===== config.mk =====
export PLATFORM = sky130hd
export DESIGN_NAME = wb_servo_multi
export DESIGN_NICKNAME = d
export VERILOG_FILES = /design/src/rtl/wb_servo_multi.sv
export SDC_FILE = /design/constraint.sdc
export NUM_CORES = 1
export LEC_CHECK = 0
export BUFFER_PORTS_ARGS = -buffer_cell sky130_fd_sc_hd__buf_2
export CAP_MARGIN = 20
export CORE_MARGIN = 10
export CORE_UTILIZATION = 55
export DETAILED_ROUTE_END_ITERATION = 6
export HOLD_SLACK_MARGIN = 0.03
export PLACE_DENSITY_LB_ADDON = 0.05
export RECOVER_POWER = 50
export REMOVE_ABC_BUFFERS = 1
export SKIP_CTS_REPAIR_TIMING = 1
export SYNTH_ARGS = -nofsm -noshare
export SYNTH_HDL_FRONTEND = slang
export SYNTH_SLANG_ARGS = --single-unit

===== constraint.sdc =====
create_clock -name clk -period 20.3 [get_ports clk]
set_clock_uncertainty 0.1 [all_clocks]
set_input_delay 4.06 -clock clk [delete_from_list [all_inputs] [get_ports clk]]
set_output_delay 4.06 -clock clk [all_outputs]
set_load 0.02 [all_outputs]

===== src/rtl/wb_servo_multi.sv =====
// Multi-channel Wishbone servo/PWM controller. Bus writes land in shadow registers;
// each channel copies them into its active set only at its own period boundary.
module wb_servo_multi #(
    parameter int NCH    = 4,
    parameter int PER_W  = 23,
    parameter int DUTY_W = 18
) (
    input  logic            clk,
    input  logic            reset,
    input  logic            wb_stb_i,
    input  logic            wb_cyc_i,
    output logic            wb_ack_o,
    input  logic            wb_we_i,
    input  logic [31:0]     wb_adr_i,
    input  logic [3:0]      wb_sel_i,
    input  logic [31:0]     wb_dat_i,
    output logic [31:0]     wb_dat_o,
    output logic [NCH-1:0]  servo_o,
    output logic            irq_o
);

    logic              ack_q, ack_d;
    logic [31:0]       dat_q, dat_d;
    logic [NCH-1:0]    ctrl_q, ctrl_d;
    logic [NCH-1:0]    status_q, status_d;
    logic [NCH-1:0]    irqen_q, irqen_d;
    logic [NCH-1:0]    servo_q, servo_d;
    logic [PER_W-1:0]  per_sh_q [NCH];
    logic [PER_W-1:0]  per_sh_d [NCH];
    logic [DUTY_W-1:0] duty_sh_q [NCH];
    logic [DUTY_W-1:0] duty_sh_d [NCH];
    logic [PER_W-1:0]  per_a_q [NCH];
    logic [PER_W-1:0]  per_a_d [NCH];
    logic [DUTY_W-1:0] duty_a_q [NCH];
    logic [DUTY_W-1:0] duty_a_d [NCH];
    logic [PER_W-1:0]  cnt_q [NCH];
    logic [PER_W-1:0]  cnt_d [NCH];

    logic              access_s;
    logic              req_s;
    logic              wr_s;
    logic [4:0]        idx_s;
    logic [31:0]       rdata_s;
    logic [NCH-1:0]    w1c_s;
    logic [NCH-1:0]    done_s;
    logic [NCH-1:0]    per_we_s;
    logic [NCH-1:0]    duty_we_s;
    logic              unused_bits_s;

    // Byte lanes, upper address bits and data bits beyond the register widths carry no meaning here.
    assign unused_bits_s = &{1'b0, wb_sel_i, wb_adr_i, wb_dat_i};

    assign wb_ack_o = wb_stb_i & wb_cyc_i & ack_q;
    assign wb_dat_o = dat_q;
    assign servo_o  = servo_q;
    assign irq_o    = |(status_q & irqen_q);

    // Bus handshake, address decode and read mux
    always_comb begin
        access_s  = wb_stb_i & wb_cyc_i;
        req_s     = access_s & ~ack_q;
        wr_s      = req_s & wb_we_i;
        idx_s     = wb_adr_i[6:2];
        rdata_s   = 32'd0;
        per_we_s  = {NCH{1'b0}};
        duty_we_s = {NCH{1'b0}};
        for (int n = 0; n < NCH; n++) begin
            per_we_s[n]  = wr_s & (idx_s == 5'(4 + 2 * n));
            duty_we_s[n] = wr_s & (idx_s == 5'(5 + 2 * n));
        end
        case (idx_s)
            5'd0: rdata_s = 32'(ctrl_q);
            5'd1: rdata_s = 32'(status_q);
            5'd2: rdata_s = 32'(irqen_q);
            default: begin
                // Anything not matching a live channel (reserved, channels >= NCH) reads 0
                for (int n = 0; n < NCH; n++) begin
                    if (idx_s == 5'(4 + 2 * n)) begin
                        rdata_s = 32'(per_sh_q[n]);
                    end else if (idx_s == 5'(5 + 2 * n)) begin
                        rdata_s = 32'(duty_sh_q[n]);
                    end else begin
                        rdata_s = rdata_s;
                    end
                end
            end
        endcase
        ack_d = req_s;
        dat_d = (req_s & ~wb_we_i) ? rdata_s : 32'd0;
    end

    // Control/shadow register updates from bus writes
    always_comb begin
        ctrl_d  = (wr_s && idx_s == 5'd0) ? wb_dat_i[NCH-1:0] : ctrl_q;
        irqen_d = (wr_s && idx_s == 5'd2) ? wb_dat_i[NCH-1:0] : irqen_q;
        w1c_s   = (wr_s && idx_s == 5'd1) ? wb_dat_i[NCH-1:0] : {NCH{1'b0}};
        for (int n = 0; n < NCH; n++) begin
            per_sh_d[n]  = per_we_s[n]  ? wb_dat_i[PER_W-1:0]  : per_sh_q[n];
            duty_sh_d[n] = duty_we_s[n] ? wb_dat_i[DUTY_W-1:0] : duty_sh_q[n];
        end
    end

    // Per-channel counters, boundary reload and PWM compare
    always_comb begin
        done_s  = {NCH{1'b0}};
        servo_d = {NCH{1'b0}};
        for (int n = 0; n < NCH; n++) begin
            cnt_d[n]    = cnt_q[n];
            per_a_d[n]  = per_a_q[n];
            duty_a_d[n] = duty_a_q[n];
            if (!ctrl_q[n] || per_a_q[n] == {PER_W{1'b0}}) begin
                // Idle channel tracks the shadow so enabling starts a fresh period at once
                cnt_d[n]    = {PER_W{1'b0}};
                per_a_d[n]  = per_sh_q[n];
                duty_a_d[n] = duty_sh_q[n];
            end else begin
                servo_d[n] = (cnt_q[n] < PER_W'(duty_a_q[n]));
                if (cnt_q[n] == per_a_q[n] - PER_W'(1)) begin
                    cnt_d[n]    = {PER_W{1'b0}};
                    per_a_d[n]  = per_sh_q[n];
                    duty_a_d[n] = duty_sh_q[n];
                    done_s[n]   = 1'b1;
                end else begin
                    cnt_d[n] = cnt_q[n] + PER_W'(1);
                end
            end
        end
        // A period end in the same cycle as a clear keeps the flag set
        status_d = done_s | (status_q & ~w1c_s);
    end

    // State registers
    always_ff @(posedge clk or posedge reset) begin
        if (reset) begin
            ack_q    <= 1'b0;
            dat_q    <= 32'd0;
            ctrl_q   <= {NCH{1'b0}};
            status_q <= {NCH{1'b0}};
            irqen_q  <= {NCH{1'b0}};
            servo_q  <= {NCH{1'b0}};
            for (int n = 0; n < NCH; n++) begin
                per_sh_q[n]  <= {PER_W{1'b0}};
                duty_sh_q[n] <= {DUTY_W{1'b0}};
                per_a_q[n]   <= {PER_W{1'b0}};
                duty_a_q[n]  <= {DUTY_W{1'b0}};
                cnt_q[n]     <= {PER_W{1'b0}};
            end
        end else begin
            ack_q    <= ack_d;
            dat_q    <= dat_d;
            ctrl_q   <= ctrl_d;
            status_q <= status_d;
            irqen_q  <= irqen_d;
            servo_q  <= servo_d;
            for (int n = 0; n < NCH; n++) begin
                per_sh_q[n]  <= per_sh_d[n];
                duty_sh_q[n] <= duty_sh_d[n];
                per_a_q[n]   <= per_a_d[n];
                duty_a_q[n]  <= duty_a_d[n];
                cnt_q[n]     <= cnt_d[n];
            end
        end
    end

endmodule


* Yosys cells after proc, flatten, opt, wreduce, memory -nomap -nowiden
Cells that the tools add are included.
Cells by class: reduce and logical (&&, ||, !) cells 21, equality and inequality tests 14, bitwise gates (word level) 19, muxes and demuxes 47, add/subtract/negate cells 8, magnitude comparators 4
Operators with widths (number):
- $mux W23 | 17
- $mux W32 | 7
- $mux W18 | 9
- $pmux W32 S3 | 1
- $add A23 B1 Y23 const B | 4
- $eq A23 B23 Y1 | 4
- $logic_not A23 Y1 | 4
- $lt A23 B18 Y1 | 4
- $sub A23 B1 Y23 const B | 4
- $eq A5 B3 Y1 const B | 4
- $eq A5 B4 Y1 const B | 4
- $and A1 B1 Y1 | 13
- $mux W1 | 12
- $and A4 B4 Y4 | 2
- $reduce_bool A2 Y1 | 4
- $eq A5 B1 Y1 const B | 1
- $eq A5 B2 Y1 const B | 1
- $logic_not A5 Y1 | 1
- $logic_not A1 Y1 | 4
- $logic_or A1 B1 Y1 | 4
- $mux W4 | 1
- $not A4 Y4 | 1
- $or A4 B4 Y4 | 1
- $reduce_or A4 Y1 | 1
- 2 further kinds | 5
Word-level totals: bits in registers 469, output and inout port bits 38, word-level logic and storage cells 139

* Longest topological paths before layout
Gate-level depths: netlist of the first run.
depth in word-level cells 11, depth in mapped cells 14, gate-level depth less buffers 10

* Worst setup path after synthesis of the first run
OpenSTA, ideal clock, no wires.
kind input to output, from input wb_stb_i, to output wb_ack_o, cell stages on the path 1, arrival 4306 ps, path slack 11834 ps, path through and3_1
On the way: word-level cells in the longest chain between the ends 2
RTL lines:
- start, declared | line 10 | input logic wb_stb_i,
- $and A1 B1 Y1 (2 in a row) | line 53 | assign wb_ack_o = wb_stb_i & wb_cyc_i & ack_q;
- end, declared | line 12 | output logic wb_ack_o,
Every way passes these cells.

==> impl_metrics.py, run 1 <==
metrics = {
    "outcome": {
        "outcome": "finished, violations left",
        "violations": "max-capacitance violations, max-slew violations",
    },
    "timing": {
        "rsz0062_at_grt": "false",
        "slew_viol_final": 445,
        "setup_viol": 0,
        "fmax_mhz": 95.4,
        "post-route-min-period_ns": 10.49,
        "relSlewSlack_pct": -236,
        "worst_slack_ns": 9.81,
        "worst_slew_pin_slew_ns": 5.01,
        "report.final.hold_viol_count": 0,
        "fin_tns_setup_ns": 0,
        "final.period_utilization_pct": 51.7,
        "finalHoldWorstSlack_ns": 0.386,
    },
    "clocking": {
        "htreeDepth": 2,
        "cts_root_buf": "clkbuf_16",
        "cts.sinks": 460,
        "cts_buffers": 50,
        "clock_path_buffers": 3,
        "clk_pin_slew_ns": 0.06,
        "clock_latency_ns": 0.60,
        "cts_tree": "done",
    },
    "global_routing": {
        "grt_max_degree": 110,
        "grt_overflow_total": 0,
        "grt_usage_pct": 24.0,
        "grt_pass1_vias": 17600,
        "antenna_found_initial": 4,
        "grt_pass1_wl_mm": 101,
    },
    "power": {
        "powerDensity_nw_per_um2": 86.7,
        "p_leak_nw": 12.5,
        "peakVddDrop_mv": 0.0730,
    },
    "setup_path": {
        "worstSetupStartpoint": "reset",
        "max_stage_delay_ns": 2.91,
        "cp.required_ns": 20.81,
        "end_kind": "async pin",
        "worstPathArrival_ns": 11.00,
        "r2r-start": "per_a_q[4]",
        "worstPathCellList": "buf_2, clkinvlp_2, clkbuf_1, buf_4",
        "path_class": "in2async",
        "slowest_stage": "clkbuf_1",
        "startpoint_type": "input port",
        "crit_path_max_fanout": 109,
    },
    "final_layout": {
        "layout_commonest_cell": "dfrtp_1",
        "seq_area_um2": 11500,
        "layout_common_cells": "dfrtp_1, mux2_1, mux2_2",
        "final_layout_size_suffix_gt1_share_pct": 13.0,
        "multi_input_area_um2": 11800,
        "final_nets": 2433,
        "area_growth_pct": 9.03,
        "fillers": 3753,
    },
    "synthesis": {
        "synth-edff-count": 0,
        "syn-cell-area_um2": 24400,
        "ys_ff_latch": 460,
        "synth_area_per_cell_um2": 10.8,
        "yosysWarnings": 0,
        "ys_types": 88,
        "synth_flop_cell": "dfrtp_1",
        "synth-seq-area-share_pct": 47.1,
        "ys_async_sr_fraction_pct": 100,
        "synthCells": 2258,
    },
    "floorplan": {
        "num_rows": 77,
        "dieArea_um2": 53200,
        "core_area_um2": 44000,
        "start_util_pct": 55.5,
        "pin_count": 111,
        "die_w_um": 231,
        "dieHeight_um": 231,
    },
    "worst_hold_path": {
        "min_path_type": "reg2reg",
        "min_from": "duty_a_q[65]",
    },
    "route": {
        "dr.pass1.iters": 6,
        "first_iter_violations": 1350,
        "drc_errors": 0,
        "viasPerCell": 5.92,
        "ant_nets": 0,
        "post_drt_wl_per_cell_um": 21.8,
        "drt-total-wl_mm": 63.7,
        "num_vias": 17300,
    },
    "placed_design": {
        "hpwl_mm": 46.1,
        "post-place-ws_ns": 11.68,
        "port_buffers": 61,
        "gp_congestion": 1.01,
    },
    "flow_run": {
        "maxCapViolCount": 8,
    },
}
## critical path, delay by kind of cell
kind	cells	cell delay, ns
buffers and inverters	4	6.79
## logic make-up (layout without fill, tap and decap cells)
logic type	count (synthesis)	after routing	synth area share, %
AOI/OAI and AO/OA	330	330	9.21
xor gates and xnor gates	192	192	6.88
adders and majority gates	76	76	3.89
buffers and inverters	219	275	3.84
DFF	460	460	47.1
muxes	317	317	15.1
other	1	12	0.0154
and+or+nand+nor	663	663	13.9
## cells in the mapped netlist (all sizes together) (21+ instances only)
library cell  count  area share (%)
nor4             27            0.88
inv             102             1.6
buf              45             1.2
mux2            307              15
a21oi            60             1.3
a22oi            22            0.68
and3             27            0.69
clkbuf           72             1.1
nand2b           27            0.69
nand2           141             2.2
nand4            29            0.74
a21o             28            0.86
o21ai            85             1.7
and2             37            0.95
nor3             72             1.5
ha               76             3.9
dfrtp           460              47
nor2            138             2.1
a211oi           21            0.65
xor2             82             2.9
nand3            85             1.7
xnor2           110             3.9
## path summary, 6_finish.rpt
kind	to	slack [ns]	depth (start not counted)
min	duty_a_q[65]	0.39	1
max	cnt_q[42]	9.81	4
min reg2reg	duty_a_q[65]	0.39	1
max in group clk	wb_ack_o	11.67	3
max reg2reg	per_a_q[10]	14.12	9
min in group asynchronous	cnt_q[0]	4.90	2
## area by class of cell
cell class	count	area share, %
flip-flops and latches	460	43.2
well taps	592	2.78
repair buffers	83	1.76
clock buffers	71	5.61
multi-input cells	1587	44.5
diodes	3	0.0282
clock inverters	19	0.695
inverters	102	1.44
## registers in the layout, summed over array words and instances, names as in the netlist
register and count:
cnt_q 92, per_a_q 92, per_sh_q 92, duty_a_q 72, duty_sh_q 72, wb_dat_o 23, ctrl_q 4, irqen_q 4
servo_o 4, status_q 4, ack_q 1
## report_power, final
group | internal, W | total [W] | leakage [nW] | switching (W)
Sequential | 0.000971 | 0.00103 | 6.31 | 0.0000615
Combinational | 0.000150 | 0.000352 | 5.39 | 0.000202
Clock | 0.000549 | 0.000924 | 0.834 | 0.000375
Total | 0.00167 | 0.00231 | 12.5 | 0.000638
## through the flow
step | util [%] | power (W) | instances | cell area [um^2]
6_report | 60.5 | 0.00231 | 2917 | 26600
3_3_place_gp | 57.0 | 0.00140 | 2819 | 25100
2_1_floorplan | - | 0.00130 | 2149 | 23900
5_1_grt | 60.5 | 0.00241 | 2914 | 26600
4_1_cts | 60.9 | 0.00234 | 2910 | 26800
3_5_place_dp | 57.1 | 0.00141 | 2820 | 25100
## layer usage
metal,vias up,wire (um),GRT usage (%)
li1,8062,-,-
met1,8689,28700,32.5
met2,415,29900,39.2
met3,95,3850,4.34
met4,0,1240,6.23
met5,-,0,0
Note: power is estimated with default switching activity, not from simulation.
==> run 2: changes to the inputs <==
--- a/config.mk
+++ b/config.mk
@@ -5,6 +5,7 @@
 export SDC_FILE = /design/constraint.sdc
 export NUM_CORES = 1
 export LEC_CHECK = 0
+export ABC_AREA = 1
 export BUFFER_PORTS_ARGS = -buffer_cell sky130_fd_sc_hd__buf_2
 export CAP_MARGIN = 20
 export CORE_MARGIN = 10
==> constraint.sdc (replaced) <==
create_clock -name clk -period 9.08 [get_ports clk]
set_clock_uncertainty 0.1 [all_clocks]
set_input_delay 1.816 -clock clk [delete_from_list [all_inputs] [get_ports clk]]
set_output_delay 1.816 -clock clk [all_outputs]
set_load 0.02 [all_outputs]
==> run 2 against run 1 <==
  * The run still ends with max-capacitance violations, max-slew violations left
  * Largest power group unchanged
  * Critical path depth is 1 lower
  * Largest cell class unchanged
  * Cell count is 35% higher
  * Combinational power grew to 2.8 times the previous value
==> impl_metrics.py, run 2 <==
metrics = {
    "timing": {
        "rsz0062_at_grt": "false",
        "fin_tns_setup_ns": 0,
        "final.period_utilization_pct": 61.7,
        "post-route-min-period_ns": 5.60,
        "worst_slew_pin_slew_ns": 5.53,
        "slew_viol_final": 211,
        "report.final.hold_viol_count": 0,
        "finalHoldWorstSlack_ns": 0.370,
        "fmax_mhz": 179,
        "setup_viol": 0,
        "relSlewSlack_pct": -271,
    },
    "floorplan": {
        "num_rows": 78,
        "pin_count": 111,
        "dieHeight_um": 235,
        "dieArea_um2": 55100,
        "start_util_pct": 55.8,
        "core_area_um2": 45500,
        "die_w_um": 235,
    },
    "synthesis": {
        "yosysWarnings": 0,
        "synth-edff-count": 0,
        "netlist_top_cells_count": "nand2_1, dfrtp_1, nor2_1",
        "synth_flop_cell": "dfrtp_1",
        "synthCells": 3293,
        "yosys.area.top_type": "dfrtp_1",
        "ys_types": 45,
        "ys_async_sr_fraction_pct": 100,
        "synth_area_per_cell_um2": 7.70,
        "synth-seq-area-share_pct": 45.4,
        "yosysMostFrequentCell": "nand2_1",
        "ys_ff_latch": 460,
        "synth_area_leaders": "dfrtp_1, nand2_1, nand3_1, nor2_1, o21ai_0",
        "syn-cell-area_um2": 25400,
        "netlist.area_leader.share_pct": 45.4,
    },
    "final_layout": {
        "final_layout_size_suffix_gt1_share_pct": 6.03,
        "final_nets": 3460,
        "largestRegisters": "cnt_q (92), per_a_q (92), per_sh_q (92)",
        "area_growth_pct": 9.08,
        "final_area_um2": 27700,
        "final_util_pct": 60.8,
        "layout_commonest_cell": "nand2_1",
        "num_antenna_cells": 0,
        "instances_no_fill": 3951,
        "fillers": 4256,
        "layout_common_cells": "nand2_1, dfrtp_1, nor2_1",
    },
    "worst_hold_path": {
        "whs_path_depth": 1,
        "min_path_type": "reg2reg",
    },
    "global_routing": {
        "antenna_found_initial": 2,
        "grt_pass1_wl_mm": 113,
        "grt_pass1_vias": 21300,
        "grt_max_degree": 152,
        "grt_usage_pct": 24.7,
        "grt_overflow_total": 0,
    },
    "setup_path": {
        "worstPathArrival_ns": 6.11,
        "cp.required_ns": 9.59,
        "path_class": "in2async",
        "path_depth": 3,
        "worstPathCellList": "buf_2, clkinvlp_2, buf_4",
        "crit_family": "buffers and inverters",
        "r2r_cells": 11,
        "startpoint_type": "input port",
        "path_buf_inv": 3,
        "crit_path_max_fanout": 121,
        "end_kind": "async pin",
        "slowest_stage": "clkinvlp_2",
        "max_stage_delay_ns": 3.03,
    },
    "clocking": {
        "cts_buffers": 50,
        "clock_path_buffers": 3,
        "clk_pin_slew_ns": 0.06,
        "cts.sinks": 460,
        "cts_tree": "done",
        "htreeDepth": 2,
        "cts_root_buf": "clkbuf_16",
        "clock_latency_ns": 0.59,
    },
    "placed_design": {
        "dp_cells": 3856,
        "hpwl_mm": 49.4,
        "port_buffers": 61,
        "gp_congestion": 0.922,
        "dpl-instance-area_um2": 26000,
    },
    "outcome": {
        "violations": "max-capacitance violations, max-slew violations",
        "outcome": "finished, violations left",
    },
    "power": {
        "powerDensity_nw_per_um2": 195,
        "p_leak_nw": 14.0,
        "peakVddDrop_mv": 0.142,
    },
    "route": {
        "first_iter_violations": 2108,
        "drt-total-wl_mm": 70.0,
        "dr.pass1.iters": 6,
        "viasPerCell": 5.54,
        "drc_errors": 0,
        "num_vias": 21900,
        "post_drt_wl_per_cell_um": 17.7,
        "ant_nets": 0,
    },
    "flow_run": {
        "maxCapViolCount": 3,
    },
}
run 2: changes by cell type after synthesis, moves of 38 or more:
cell and delta:
nand2_1 +827, nand3_1 +215, inv_1 +194, nor2_1 +186, o21ai_0 +153, mux2_2 -151, mux2_1 -120, xnor2_1 -61
nand4_1 +38
run 2: path summary, 6_finish.rpt:
kind	from	end	slack, ns
setup / recovery	reset	per_sh_q[15]	3.48
hold / removal	ack_q	ack_q	0.37
setup reg to reg	per_a_q[46]	per_a_q[51]	4.85
hold reg to reg	ack_q	ack_q	0.37
max in group clk	wb_adr_i[5]	wb_dat_o[3]	4.48
min in group asynchronous	reset	cnt_q[72]	2.81
run 2: cells by family (layout without fill, tap and decap cells):
family                     Yosys count  in the layout  synth area share [%]
xor gates and xnor gates           157            157                  5.42
AOI/OAI and AO/OA                  380            380                  8.00
other                                1              9                0.0148
DFF                                460            460                  45.4
and+or+nand+nor                   1788           1788                  30.2
adders and majority gates           76             76                  3.75
buffers and inverters              431            481                  7.19
run 2: routing by layer:
layer / wire (um) / track usage, % / vias up / part of all wire (%)
li1: - / - / 10700 / -
met1: 30900 / 32.9 / 10600 / 44
met2: 33200 / 40.6 / 539 / 48
met3: 3640 / 3.70 / 125 / 5.2
met4: 2110 / 7.99 / 2 / 3.0
met5: 102 / 1.33 / - / 0.15
run 2: stage by stage:
step	setup slack, ns	power (W)
2_1_floorplan	-5.66	0.00304
3_3_place_gp	4.07	0.00329
3_5_place_dp	4.01	0.00332
4_1_cts	4.61	0.00542
5_1_grt	2.73	0.00567
6_report	3.48	0.00539
run 2: worst register-to-register path, delay by kind of cell (launching register included):
family / cells / cell delay [ns]
flops: 1 / 0.36
buf+inv: 3 / 1.63
compound gates: 1 / 0.15
simple gates: 6 / 1.61
fa+ha+maj: 1 / 0.26
run 2: layout make-up:
cell class	count	area, um^2	area share (%)
Multi-Input combinational cell	2410	12100	43.6
Sequential cell	460	11500	41.6
Clock buffer	78	1580	5.71
Inverter	307	1150	4.17
Tap cell	600	751	2.71
Timing Repair Buffer	82	487	1.76
Clock inverter	14	128	0.461
run 2: power by group:
| group | total [W] | switching (W) | internal [W] | leakage, nW |
|---|---|---|---|---|
| clock network | 0.00210 | 0.000854 | 0.00125 | 0.843 |
| logic | 0.000997 | 0.000672 | 0.000325 | 6.81 |
| registers | 0.00229 | 0.000122 | 0.00217 | 6.31 |
| total | 0.00539 | 0.00165 | 0.00374 | 14.0 |
==> run 3: changes to the inputs <==
==> constraint.sdc (replaced) <==
create_clock -name clk -period 5.9 [get_ports clk]
set_clock_uncertainty 0.1 [all_clocks]
set_input_delay 1.18 -clock clk [delete_from_list [all_inputs] [get_ports clk]]
set_output_delay 1.18 -clock clk [all_outputs]
set_load 0.02 [all_outputs]
==> run 3 against run 2 <==
  * Final area grew 0.23%
  * The flow finishes with violations (design-rule violations, max-capacitance violations, max-slew violations)
  * Die area did not move
  * Worst setup slack worse by 1.5 ns
  * First-iteration DRC count shrank 15%
==> impl_metrics.py, run 3 (synthesized netlist as in run 2, its figures left out) <==
metrics = {
    "flow_run": {
        "maxCapViolCount": 1,
    },
    "worst_hold_path": {
        "min_path_type": "reg2reg",
        "min_from": "ack_q",
    },
    "timing": {
        "relSlewSlack_pct": -167,
        "final.period_utilization_pct": 66.8,
        "post-route-min-period_ns": 3.94,
        "slew_viol_final": 84,
        "rsz0062_at_grt": "false",
        "setup_viol": 0,
        "worst_slack_ns": 1.96,
        "fmax_mhz": 254,
        "finalHoldWorstSlack_ns": 0.380,
        "report.final.hold_viol_count": 0,
        "worst_slew_pin_slew_ns": 3.98,
    },
    "setup_path": {
        "worstPathArrival_ns": 4.48,
        "r2r-start": "per_a_q[0]",
        "path_buf_inv": 3,
        "max_stage_delay_ns": 2.20,
        "startpoint_type": "input port",
        "path_class": "in2async",
        "worstPathCellList": "buf_2, clkinvlp_2, buf_4",
        "crit_family": "buffers and inverters",
        "slowest_stage": "clkinvlp_2",
        "end_kind": "async pin",
        "cp.required_ns": 6.43,
        "crit_path_max_fanout": 86,
        "worstSetupStartpoint": "reset",
    },
    "floorplan": {
        "num_rows": 78,
        "dieArea_um2": 55100,
        "core_area_um2": 45500,
        "start_util_pct": 55.8,
        "dieHeight_um": 235,
        "die_w_um": 235,
        "pin_count": 111,
    },
    "power": {
        "p_seq_share_pct": 42.5,
        "p_clk_share_pct": 38.9,
        "p_leak_nw": 14.1,
        "p_switching_w": 0.00250,
        "power_frac_comb_pct": 18.5,
        "peakVddDrop_mv": 0.250,
        "powerDensity_nw_per_um2": 299,
        "switching_share_pct": 30.1,
        "intPower_w": 0.00579,
    },
    "clocking": {
        "cts_buffers": 50,
        "htreeDepth": 2,
        "cts_tree": "done",
        "cts.sinks": 460,
        "clock_path_buffers": 3,
        "cts_root_buf": "clkbuf_16",
        "clock_latency_ns": 0.60,
        "clk_pin_slew_ns": 0.05,
    },
    "route": {
        "drt-total-wl_mm": 69.4,
        "drc_errors": 7,
        "first_iter_violations": 1783,
        "viasPerCell": 5.56,
        "dr.pass1.iters": 7,
        "num_vias": 22000,
        "ant_nets": 0,
        "post_drt_wl_per_cell_um": 17.6,
    },
    "global_routing": {
        "met1_usage_pct": 32.4,
        "grt_pass1_wl_mm": 112,
        "grt_pass1_vias": 21000,
        "grt_overflow_total": 0,
        "grt_max_degree": 96,
        "top_usage_layer": "met2",
        "use_met2_pct": 40.9,
        "antenna_found_initial": 4,
        "grt_usage_pct": 24.6,
        "met3_usage_pct": 4.17,
    },
    "final_layout": {
        "layout_common_cells": "nand2_1, dfrtp_1, nor2_1",
        "fillers": 4288,
        "final_nets": 3465,
        "layout_commonest_cell": "nand2_1",
        "area_growth_pct": 9.34,
        "largestRegisters": "cnt_q (92), per_a_q (92), per_sh_q (92)",
        "final_layout_size_suffix_gt1_share_pct": 6.87,
    },
    "outcome": {
        "outcome": "finished, violations left",
        "violations": "design-rule violations, max-capacitance violations, max-slew violations",
    },
    "placed_design": {
        "post-place-ws_ns": 2.12,
        "gp_congestion": 0.922,
        "port_buffers": 61,
        "hpwl_mm": 49.3,
    },
}
[run 3: cell types whose count changed in the layout (fill, tap and decap cells not counted), moves of 2 or more]
cell,previous run,this run
buf_2,34,61
buf_4,12,18
bufinv_16,2,4
clkbuf_1,40,13
clkbuf_8,16,12
clkinv_2,9,6
clkinvlp_4,3,0
[run 3: power groups by stage]
stage	registers [W]	clock network (W)	logic (W)
2_1_floorplan	0.00352	0	0.00116
6_report	0.00353	0.00323	0.00153
4_1_cts	0.00353	0.00329	0.00153
3_3_place_gp	0.00358	0	0.00148
3_5_place_dp	0.00358	0	0.00152
5_1_grt	0.00355	0.00341	0.00177
[run 3: layout make-up]
cell class	count	area [um^2]	share of cell area, %
antenna	1	2.50	0.00903
clock buffer	76	1530	5.53
clock inverter	10	150	0.542
inverter	307	1150	4.16
multi-input combinational	2410	12100	43.5
sequential	460	11500	41.5
tap	600	751	2.71
timing repair buffer	87	566	2.04
[run 3: final timing paths]
path / to / slack [ns] / cells after the start
max reg2reg: duty_a_q[14] / 2.40 / 12
max: wb_dat_o[19] / 1.96 / 3
min in group asynchronous: cnt_q[72] / 1.67 / 2
max in group clk: duty_a_q[14] / 2.40 / 12
min: ack_q / 0.38 / 1
min reg2reg: ack_q / 0.38 / 1
[run 3: worst register-to-register path, cell delays in order, from the launching register on]
cell	delay [ns]
dfrtp_1	0.46
inv_2	0.15
ha_1	0.22
nand3_1	0.14
nor2_4	0.22
nand2_1	0.10
nor3_1	0.17
nand4_1	0.14
o21ai_1	0.38
inv_2	0.41
nand2_4	0.65
nand2_1	0.20
nand2_1	0.10
[run 3: layer usage]
metal	part of all wire, %	wire, um
met2	48	33100
met4	2.3	1620
met3	6.6	4560
met5	0	0
met1	43	30100
[run 3: stage by stage]
stage / total power [W] / util [%] / std cells / setup TNS [ns] / area, um^2
6_report: 0.00829 / 61.0 / 3951 / 0 / 27700
4_1_cts: 0.00834 / 60.9 / 3947 / 0 / 27700
3_5_place_dp: 0.00510 / 57.2 / 3861 / 0 / 26000
2_1_floorplan: 0.00468 / - / 3177 / -3774.55 / 24700
3_3_place_gp: 0.00506 / 57.2 / 3861 / 0 / 26000
5_1_grt: 0.00873 / 61.0 / 3950 / 0 / 27700
